<file path="src/rtl/varint_emit_pkg.sv">
// varint_emit_pkg: byte width, default varint length and FSM state type shared by the varint blocks
`ifndef BYTE
`define BYTE 8
`endif
package varint_emit_pkg;
   localparam int VARINT_MAX_BYTES = 10;
   typedef enum logic {IDLE, EMIT} state_t;
endpackage

</file>
<file path="src/rtl/varint_emit_len.sv">
// varint_len: varint length = index of the first byte with a clear continuation bit, plus one
// A varint with every continuation bit set saturates at MAX_BYTES.
module varint_len
   import varint_emit_pkg::*;
#(
   parameter int MAX_BYTES = VARINT_MAX_BYTES,
   localparam int LW = $clog2(MAX_BYTES + 1)
) (
   input  logic [`BYTE*MAX_BYTES-1:0] i_data,
   output logic [LW-1:0]              o_len
);
   always_comb begin
      o_len = LW'(MAX_BYTES);
      for (int k = MAX_BYTES - 1; k >= 0; k--)
         o_len = i_data[`BYTE*k + 7] ? o_len : LW'(k + 1);
   end
endmodule

</file>
<file path="src/rtl/varint_emit.sv">
// varint_emit: captures an encoded varint and streams it out one byte per valid/ready handshake
// Optional macro VARINT_EMIT_CNT_EN adds a 32-bit count of output handshakes (byte_count).
module varint_emit
   import varint_emit_pkg::*;
#(
   parameter int MAX_BYTES = VARINT_MAX_BYTES,
   localparam int LW = $clog2(MAX_BYTES + 1)
) (
   input  logic                       clk,
   input  logic                       rst,
   input  logic                       in_valid,
   output logic                       in_ready,
   input  logic [`BYTE*MAX_BYTES-1:0] in_data,
   output logic                       out_valid,
   input  logic                       out_ready,
   output logic [`BYTE-1:0]           out_byte,
   output logic                       out_last
`ifdef VARINT_EMIT_CNT_EN
   ,
   output logic [31:0]                byte_count
`endif
);
   state_t r_state, w_next;
   logic [MAX_BYTES-1:0][`BYTE-1:0] r_hold;
   logic [LW-1:0] r_idx, r_len, w_len;
   logic w_in_hs, w_out_hs;

   varint_len #(.MAX_BYTES(MAX_BYTES)) u_len (.i_data(in_data), .o_len(w_len));

   assign in_ready  = r_state == IDLE;
   assign out_valid = r_state == EMIT;
   assign out_last  = out_valid && r_idx == r_len - LW'(1);
   assign out_byte  = r_hold[r_idx];
   assign w_in_hs   = in_valid && in_ready;
   assign w_out_hs  = out_valid && out_ready;

   always_comb
      w_next = (r_state == IDLE) ? (in_valid ? EMIT : IDLE) : ((out_ready && out_last) ? IDLE : EMIT);

   always_ff @(posedge clk or posedge rst)
      if (rst) r_state <= IDLE;
      else r_state <= w_next;

   // idx returns to 0 on the last byte so it never points past the varint
   always_ff @(posedge clk or posedge rst)
      if (rst) begin
         r_hold <= '0;
         r_idx  <= '0;
         r_len  <= '0;
      end else if (w_in_hs) begin
         r_hold <= in_data;
         r_len  <= w_len;
         r_idx  <= '0;
      end else if (w_out_hs)
         r_idx <= out_last ? '0 : r_idx + LW'(1);

`ifdef VARINT_EMIT_CNT_EN
   always_ff @(posedge clk or posedge rst)
      if (rst) byte_count <= '0;
      else if (w_out_hs) byte_count <= byte_count + 32'd1;
`endif
endmodule

</file>
<file path="config.mk">
export PLATFORM = sky130hd
export DESIGN_NAME = varint_emit
export DESIGN_NICKNAME = d
export VERILOG_FILES = /design/src/rtl/varint_emit_pkg.sv /design/src/rtl/varint_emit_len.sv /design/src/rtl/varint_emit.sv
export SDC_FILE = /design/constraint.sdc
export NUM_CORES = 1
export LEC_CHECK = 0
export CORE_ASPECT_RATIO = 0.9
export CORE_MARGIN = 2
export CORE_UTILIZATION = 48
export CTS_BUF_LIST = sky130_fd_sc_hd__clkbuf_4 sky130_fd_sc_hd__clkbuf_8 sky130_fd_sc_hd__clkbuf_16
export CTS_CLUSTER_DIAMETER = 120
export DETAILED_ROUTE_END_ITERATION = 7
export GPL_TIMING_DRIVEN = 0
export PLACE_DENSITY_LB_ADDON = 0.1
export SYNTH_ARGS = -nofsm -noshare
export SYNTH_HDL_FRONTEND = slang
export SYNTH_SLANG_ARGS = --single-unit
export TNS_END_PERCENT = 100
</file>
<file path="constraint.sdc">
create_clock -name clk -period 7.55 [get_ports clk]
set_input_delay 1.51 -clock clk [delete_from_list [all_inputs] [get_ports clk]]
set_output_delay 1.51 -clock clk [all_outputs]
set_load 0.1 [all_outputs]
</file>
Word level (Yosys, flattened, before mapping)
Index checks and enable logic that the tools add are counted.
{ "op_classes": {"n_addsub": 2, "n_lt_le_gt_ge": 1, "eq_ne": 1, "mux": 17, "n_bitwise": 1, "reduce_logical": 5} }
{ "ops": {"columns": ["cell", "n"], "rows": [
  ["4-bit two-way mux", 11],
  ["8-bit binary-select mux with 4-bit select", 1],
  ["8-bit two-way mux", 1],
  ["4-bit by 5-bit < comparator with 1-bit output, second input constant", 1],
  ["4-bit by 1-bit adder with 4-bit output, second input constant", 1],
  ["4-bit equality test", 1],
  ["1-bit logical AND", 4],
  ["4-bit by 1-bit subtractor with 4-bit output, second input constant", 1],
  ["1-bit two-way mux", 3],
  ["2-bit two-way mux", 1],
  ["2-bit nonzero test", 1],
  ["1-bit NOT", 1]
]} }
{ "totals": {"register_bits": 89, "out_inout_bits": 11, "elab_cells": 40} }

Logic depth before layout (Yosys ltp)
Gate-level depths: netlist (run 1).
{ "logic_depth": {"word_depth": 9, "ltp_mapped": 7, "ltp_nobuf": 6} }

Hierarchy
From an unflattened synthesis (run 1), not the netlist that was laid out.
{ "unflattened": {"hier_cells": 309, "area_unflattened_um2": 4264.1} }
{ "modules_own_cells": {"columns": ["mod", "n_inst", "cells_per_inst", "area_per_inst_um2"], "rows": [
  ["varint_emit", 1, 294, 4181.5],
  ["varint_len", 1, 15, 82.6]
]} }

Worst setup path after synthesis (run 1)
Ideal clock, no wire load.
{ "synth_path": {"kind": "register -> output", "from": "register r_idx[0]", "to": "output port out_byte[5]", "arrival_ns": 2.388, "required_time_ns": 6.040, "path_slack_ns": 3.652, "path_stages_with_launch": 8, "cell_sequence": "dfrtp_1 > buf_6 > buf_12 > buf_6 > mux2i_1 > nor2_1 > a21oi_1 > o21ai_1"} }
{ "synth_via": {"elab_chain_len": 2} }
{ "synth_lines": {"columns": ["element", "line", "text"], "rows": [
  ["from (decl)", "varint_emit.sv:25", "logic [LW-1:0] r_idx, r_len, w_len;"],
  ["from (signal assigned)", "varint_emit.sv:55", "r_idx <= out_last ? '0 : r_idx + LW'(1);"],
  ["8-bit binary-select mux with 4-bit select", "varint_emit.sv:33", "assign out_byte = r_hold[r_idx];"],
  ["8-bit two-way mux (implied by the code)", "varint_emit.sv:33", null],
  ["to (decl)", "varint_emit.sv:16", "output logic [`BYTE-1:0] out_byte,"]
]} }
Every way passes these cells. The select of a mux whose other input is x is not followed.

Worst setup path in the final report (run 1)
{ "layout_path": {"from": "register r_idx[1]", "to": "output port out_byte[7]"} }
Same word-level chain as after synthesis.

==> results of run 1 <==
[layout by cell type (no fill, tap or decap), types with 7 or more instances in the layout]
master | synthesis | final
sky130_fd_sc_hd__nand2_1 | 248 | 248
sky130_fd_sc_hd__clkdlybuf4s50_1 | 0 | 94
sky130_fd_sc_hd__dfrtp_1 | 89 | 89
sky130_fd_sc_hd__buf_2 | 19 | 19
sky130_fd_sc_hd__nand3_1 | 13 | 13
sky130_fd_sc_hd__a21oi_1 | 10 | 10
sky130_fd_sc_hd__clkbuf_8 | 0 | 10
sky130_fd_sc_hd__o21ai_1 | 9 | 9
sky130_fd_sc_hd__mux4_2 | 9 | 9
sky130_fd_sc_hd__nor2_1 | 9 | 9
sky130_fd_sc_hd__mux2i_1 | 8 | 8
sky130_fd_sc_hd__mux4_1 | 7 | 7
[metrics by stage]
stage / area [sq um] / util (%) / setup WS (ns)
2_1_floorplan: 4240 / - / 3.65
3_3_place_gp: 5330 / 62.2 / 2.38
3_5_place_dp: 5360 / 62.6 / 3.41
4_1_cts: 5590 / 65.2 / 3.03
5_1_grt: 5590 / 65.2 / 2.93
6_report: 5590 / 65.2 / 3.00
[worst min-delay path: stages (launching register included)]
cell	delay (ns)
sky130_fd_sc_hd__dfrtp_1	0.35
sky130_fd_sc_hd__nand2_1	0.05
sky130_fd_sc_hd__nand2_1	0.06
[final timing paths]
path | start | end | slack, ns
setup reg to reg | r_len[0] | r_idx[2] | 5.90
setup / recovery | r_idx[1] | out_byte[7] | 3.00
hold / removal | r_hold[9] | r_hold[9] | 0.48
hold reg to reg | r_hold[9] | r_hold[9] | 0.48
max in group asynchronous | rst | r_hold[4] | 5.43
min in group asynchronous | rst | r_len[3] | 1.50
[final cells by class]
type | instances | area share (%)
Timing Repair Buffer | 95 | 17.3
Inverter | 6 | 0.448
Multi-Input combinational cell | 344 | 32.7
Clock inverter | 6 | 1.61
Buffer | 28 | 2.89
Tap cell | 119 | 2.66
Sequential cell | 89 | 39.9
Clock buffer | 10 | 2.46
[metal layers]
layer | track usage, % | vias to the layer above
met4 | 8.66 | 0
met3 | 4.56 | 19
met2 | 37.0 | 141
li1 | - | 1716
met5 | 0 | -
met1 | 35.0 | 1768
[power by group]
group	total (mW)	internal (mW)	switching [mW]
logic	1.41	0.490	0.915
registers	0.844	0.712	0.133
clock network	0.373	0.197	0.176
[logic make-up (layout without fill, tap and decap cells)]
family | Yosys count | after routing | synth area share [%]
adders and majority gates | 2 | 2 | 0.590
and+or+nand+nor | 279 | 279 | 25.8
DFF | 89 | 89 | 52.5
AOI/OAI and AO/OA | 31 | 31 | 4.04
xor gates and xnor gates | 8 | 8 | 1.65
buffers and inverters | 34 | 145 | 4.34
muxes | 24 | 24 | 11.0
[state kept, by name, indices dropped and copies added, names as in the netlist]
| name | cells |
|---|---|
| r_idx | 4 |
| r_hold | 80 |
| out_valid | 1 |
| r_len | 4 |
==> impl_metrics.yaml, run 1 <==
drt:
  post_drt_wl_per_cell_um: 15.6
  final_antenna_net_count: 0
  routedLengthMet1_mm: 4.88
  dr_total_vias: 3644
  via_per_inst: 5.23
  drc: 0
  wl_met2_mm: 5.08
  topRoutingLayerUsed: "met4"
  first_iter_violations: 166
  detail_route.first_pass.iterations: 5
  wl_met3_um: 739
  wirelength_mm: 10.9
pwr:
  power_per_cell_area_nw_per_um2: 469
  peak_ir_drop_on_the_vdd_network_mv: 0.398
  p_leak_nw: 2.72
  post-layout-total-power_mw: 2.62
floorplanning:
  core-area_sq_um: 8570
  floorplan_die_area_sq_um: 9600
  row_count: 32
  initial_util_pct: 49.5
  io_pins: 95
  die_y_um: 93.2
  floorplan.die.width_um: 103
logic_synthesis:
  fraction_of_synthesis_flops_using_an_asynchronous_set_or_reset_pin_pct: 100
  ys.flop_type: "sky130_fd_sc_hd__dfrtp_1"
  yosys_register_bits: 89
  synth_top_area_cell: "sky130_fd_sc_hd__dfrtp_1"
  netlist_instances: 467
  post_synth_num_cell_types: 32
  synth_edf_count: 0
  most_instantiated_library_cell_after_synthesis: "sky130_fd_sc_hd__nand2_1"
  synth_top_area_share_pct: 52.5
  synth_area_leaders: "sky130_fd_sc_hd__dfrtp_1, sky130_fd_sc_hd__nand2_1, sky130_fd_sc_hd__mux4_2"
  synth_nets: 553
  post_synth.cell_area_avg_sq_um: 9.08
  post_synthesis_instance_area_sq_um: 4240
  synth-warning-count: 0
  synth_common_cells: "sky130_fd_sc_hd__nand2_1, sky130_fd_sc_hd__dfrtp_1, sky130_fd_sc_hd__buf_2"
  yosysSeqAreaShare_pct: 52.5
sta:
  setup_violations: 0
  actual_slew_at_the_worst_max_slew_pin_ns: 0.985
  finClkSkew_ns: 0.00815
  fin_setup_tns_ns: 0
  drv_slew: 0
  rsz0062_at_grt: "false"
  fmaxAchievable_mhz: 220
  final-hold-violation-count: 0
  period_needed_ns: 4.55
  finalCritPeriodShare_pct: 60.3
  hold-worst-slack_ns: 0.475
  slew_headroom_pct: 34.1
setup_path:
  path_buf_inv: 3
  startpoint_type: "register"
  cp_slowest_stage_delay_ns: 1.18
  arrival_time_of_the_worst_setup_path_ns: 3.04
  cp_max_fo: 10
  crit_type: "register to output pin"
  reg2reg_depth: 6
  cpLargestDelayFamily: "buffers and inverters"
  timing.critical_path.mode_cell: "sky130_fd_sc_hd__buf_2"
  cp.required_ns: 6.04
  cp-end-kind: "output pin"
  cp_num_cells: 6
  crit_chain: "buf_2, buf_2, mux4_2, nand3_1, o21ai_1, clkdlybuf4s50_1"
  slowest_stage: "sky130_fd_sc_hd__clkdlybuf4s50_1"
grt:
  pin_count_of_the_biggest_net_entering_global_routing: 60
  grt_pass1_wl_mm: 17.8
  globalRoute.totalOverflow: 0
  antenna_violations_before_repair: 0
  grt_pass1_vias: 3589
  grt_util_all_layers_pct: 24.3
run_status:
  run_status: "finished clean"
clock_tree:
  clk_transition_reported_paths_ns: 0.09
  cts-htree-levels: 3
  cts_inserted_buffers: 9
  post-cts-setup-buffers: 0
  clk-insertion-delay-late_ns: 0.35
  clock_tree.buffer_depth: 2
  postCtsResizedCells: 0
  cts-hold-fix-buffers: 0
  root_buffer: "sky130_fd_sc_hd__clkbuf_8"
  cts_tree: "done"
  numClockSinks: 89
placement:
  numPlacedInstances: 681
  hpwl_mm: 7.83
  gp_congestion: 0.827
  placement.io_buffers: 94
cells_and_area:
  antennaDiodeCount: 0
  final_net_count: 659
  area_growth_pct: 31.8
  num-fill-cells: 757
  storage_element_area_sq_um: 2230
  layout.cells.non_filler: 697
  multi_input_area_sq_um: 1830
  share_of_cells_above_drive_strength_1_pct: 8.82
flow_run:
  max-cap-violations: 0
hold_path:
  min-delay-path-class: "register to register"
  timing.hold.worst_path_depth: 2
Power figures use the tool's default switching activity.
==> inputs of run 2 (changes only) <==
==> constraint.sdc (replaced) <==
create_clock -name clk -period 4.58 [get_ports clk]
set_input_delay 0.916 -clock clk [delete_from_list [all_inputs] [get_ports clk]]
set_output_delay 0.916 -clock clk [all_outputs]
set_load 0.1 [all_outputs]
==> results of run 2 <==
Same layout as run 1 (identical final DEF). Status: finished clean.
Among the figures that moved: setup slack after placement 3.41 ns -> 1.04 ns; setup slack after layout 3.00 ns -> 0.621 ns; register-to-register setup slack 5.90 ns -> 2.93 ns; total power 2.62 mW -> 4.32 mW; worst IR drop on VDD 0.398 mV -> 0.656 mV
==> inputs of run 3 (changes only) <==
--- a/config.mk
+++ b/config.mk
@@ -5,14 +5,14 @@
 export SDC_FILE = /design/constraint.sdc
 export NUM_CORES = 1
 export LEC_CHECK = 0
-export CORE_ASPECT_RATIO = 0.9
+export CORE_ASPECT_RATIO = 2
 export CORE_MARGIN = 2
 export CORE_UTILIZATION = 48
 export CTS_BUF_LIST = sky130_fd_sc_hd__clkbuf_4 sky130_fd_sc_hd__clkbuf_8 sky130_fd_sc_hd__clkbuf_16
 export CTS_CLUSTER_DIAMETER = 120
 export DETAILED_ROUTE_END_ITERATION = 7
 export GPL_TIMING_DRIVEN = 0
-export PLACE_DENSITY_LB_ADDON = 0.1
+export PLACE_DENSITY = 0.77
 export SYNTH_ARGS = -nofsm -noshare
 export SYNTH_HDL_FRONTEND = slang
 export SYNTH_SLANG_ARGS = --single-unit
==> run 3 against run 2 <==
First-iteration DRC count up 65%. Sequential power about the same. Power up 7.0%. Cell area up 2.2%. Maximum frequency up 2.4%.
==> impl_metrics.yaml, run 3 (synthesis results as in run 1) <==
floorplanning:
  row_count: 48
  initial_util_pct: 49.4
  floorplan.die.width_um: 70.5
  io_pins: 95
  core-area_sq_um: 8590
  floorplan_die_area_sq_um: 9650
  die_y_um: 137
pwr:
  post-layout-total-power_mw: 4.63
  p_leak_nw: 2.79
  peak_ir_drop_on_the_vdd_network_mv: 0.491
  power_per_cell_area_nw_per_um2: 810
  clock_power_share_pct: 19.8
  net-switching-power_mw: 2.04
  combinationalPowerShare_pct: 49.9
  seqPwrFrac_pct: 30.3
  intPower_mw: 2.59
  power.switching_fraction_pct: 44.0
clock_tree:
  cts_tree: "done"
  numClockSinks: 89
  clock_tree.buffer_depth: 2
  cts_inserted_buffers: 9
  postCtsResizedCells: 0
  root_buffer: "sky130_fd_sc_hd__clkbuf_16"
  cts-hold-fix-buffers: 0
  clk_transition_reported_paths_ns: 0.06
  clk-insertion-delay-late_ns: 0.34
  post-cts-setup-buffers: 0
  cts-htree-levels: 3
placement:
  hpwl_mm: 8.47
  dpl_cell_area_sq_um: 5340
  numPlacedInstances: 662
  gp_congestion: 0.827
  placement.io_buffers: 94
hold_path:
  worst_hold_startpoint: "r_hold[15]"
  min-delay-path-class: "register to register"
  timing.hold.worst_path_depth: 2
sta:
  fmaxAchievable_mhz: 259
  final-hold-violation-count: 0
  finalCritPeriodShare_pct: 84.4
  actual_slew_at_the_worst_max_slew_pin_ns: 0.970
  drv_slew: 0
  fin_setup_tns_ns: 0
  finClkSkew_ns: 0.00350
  slew_headroom_pct: 35.1
  rsz0062_at_grt: "false"
  period_needed_ns: 3.87
  setup_violations: 0
flow_run:
  max-cap-violations: 0
setup_path:
  crit_type: "register to output pin"
  startpoint_type: "register"
  timing.critical_path.mode_cell: "sky130_fd_sc_hd__buf_2"
  arrival_time_of_the_worst_setup_path_ns: 2.95
  critical_path.startpoint: "r_idx[1]"
  cp_slowest_stage_delay_ns: 1.16
  cp.required_ns: 3.66
  cpLargestDelayFamily: "buffers and inverters"
  r2r_start: "r_len[0]"
  cp_num_cells: 6
  path_buf_inv: 3
  cp-end-kind: "output pin"
  slowest_stage: "sky130_fd_sc_hd__clkdlybuf4s50_1"
  reg2reg_depth: 6
  cp_max_fo: 10
  crit_chain: "buf_2, buf_2, mux4_2, nand3_1, o21ai_1, clkdlybuf4s50_1"
drt:
  post_drt_wl_per_cell_um: 16.6
  drc: 0
  detail_route.first_pass.iterations: 4
  via_per_inst: 5.35
  wirelength_mm: 11.2
  final_antenna_net_count: 0
  dr_total_vias: 3628
  first_iter_violations: 274
cells_and_area:
  antennaDiodeCount: 0
  area_growth_pct: 34.7
  layout_commonest_cell: "sky130_fd_sc_hd__nand2_1"
  register_with_the_most_flip_flops: "r_hold"
  share_of_cells_above_drive_strength_1_pct: 8.82
  leading_cell_types_in_the_layout_fill_and_taps_excluded: "sky130_fd_sc_hd__nand2_1, sky130_fd_sc_hd__clkdlybuf4s50_1, sky130_fd_sc_hd__dfrtp_1"
  final_net_count: 659
  layout.cells.non_filler: 678
  largestRegisters: "r_hold x80, r_idx x4, r_len x4"
  largest_register_ffs: 80
  layout.core_utilization_pct: 66.5
  design_area_sq_um: 5710
grt:
  busiest_layer: "met2"
  grt_pass1_vias: 3828
  antenna_violations_before_repair: 0
  groute.layer.met1.usage_pct: 26.5
  met2_usage_pct: 45.4
  met3_track_utilization_from_global_routing_pct: 4.93
  grt_util_all_layers_pct: 24.9
  grt_pass1_wl_mm: 18.2
  pin_count_of_the_biggest_net_entering_global_routing: 48
  globalRoute.totalOverflow: 0
run_status:
  run_status: "finished clean"
-- run 3: area by class of cell --
cell class / instances / area, sq um
fill: 714 / 2880
inverter: 6 / 25.0
sequential: 89 / 2230
clock inverter: 6 / 138
tap: 100 / 125
buffer: 28 / 161
timing repair buffer: 95 / 968
multi-input combinational: 344 / 1830
clock buffer: 10 / 239
-- run 3: metal layers --
layer / routed length, um / vias up / share of wire, %
met4: 435 / 0 / 3.9
met5: 0 / - / 0
met3: 431 / 29 / 3.8
li1: - / 1715 / -
met2: 6390 / 108 / 57
met1: 3970 / 1776 / 35
-- run 3: worst paths after layout --
kind / to / slack (ns)
worst max-delay path: out_byte[7] / 0.71
worst min-delay path: r_hold[15] / 0.47
worst max register to register: out_valid / 2.94
worst min register to register: r_hold[15] / 0.47
max in group asynchronous: r_hold[9] / 2.99
min in group asynchronous: r_hold[56] / 0.98
-- run 3: worst min-delay path: cells and delay by family (launching register included) --
kind	cells	cell delay, ns
flip-flops	1	0.33
AND/OR/NAND/NOR	2	0.11
-- run 3: power groups by stage --
stage          Sequential [mW]  Combinational [mW]  Clock, mW
2_1_floorplan             1.35                1.73          0
3_3_place_gp              1.38                2.25          0
3_5_place_dp              1.41                2.30          0
4_1_cts                   1.40                2.33      0.917
5_1_grt                   1.44                2.48      0.958
6_report                  1.40                2.31      0.915
-- run 3: stage by stage --
step | hold WS, ns | setup slack [ns]
2_1_floorplan | 0.437 | 1.28
3_3_place_gp | 0.450 | 0.160
3_5_place_dp | 0.462 | 1.10
4_1_cts | 0.478 | 0.712
5_1_grt | 0.497 | 0.593
6_report | 0.471 | 0.714
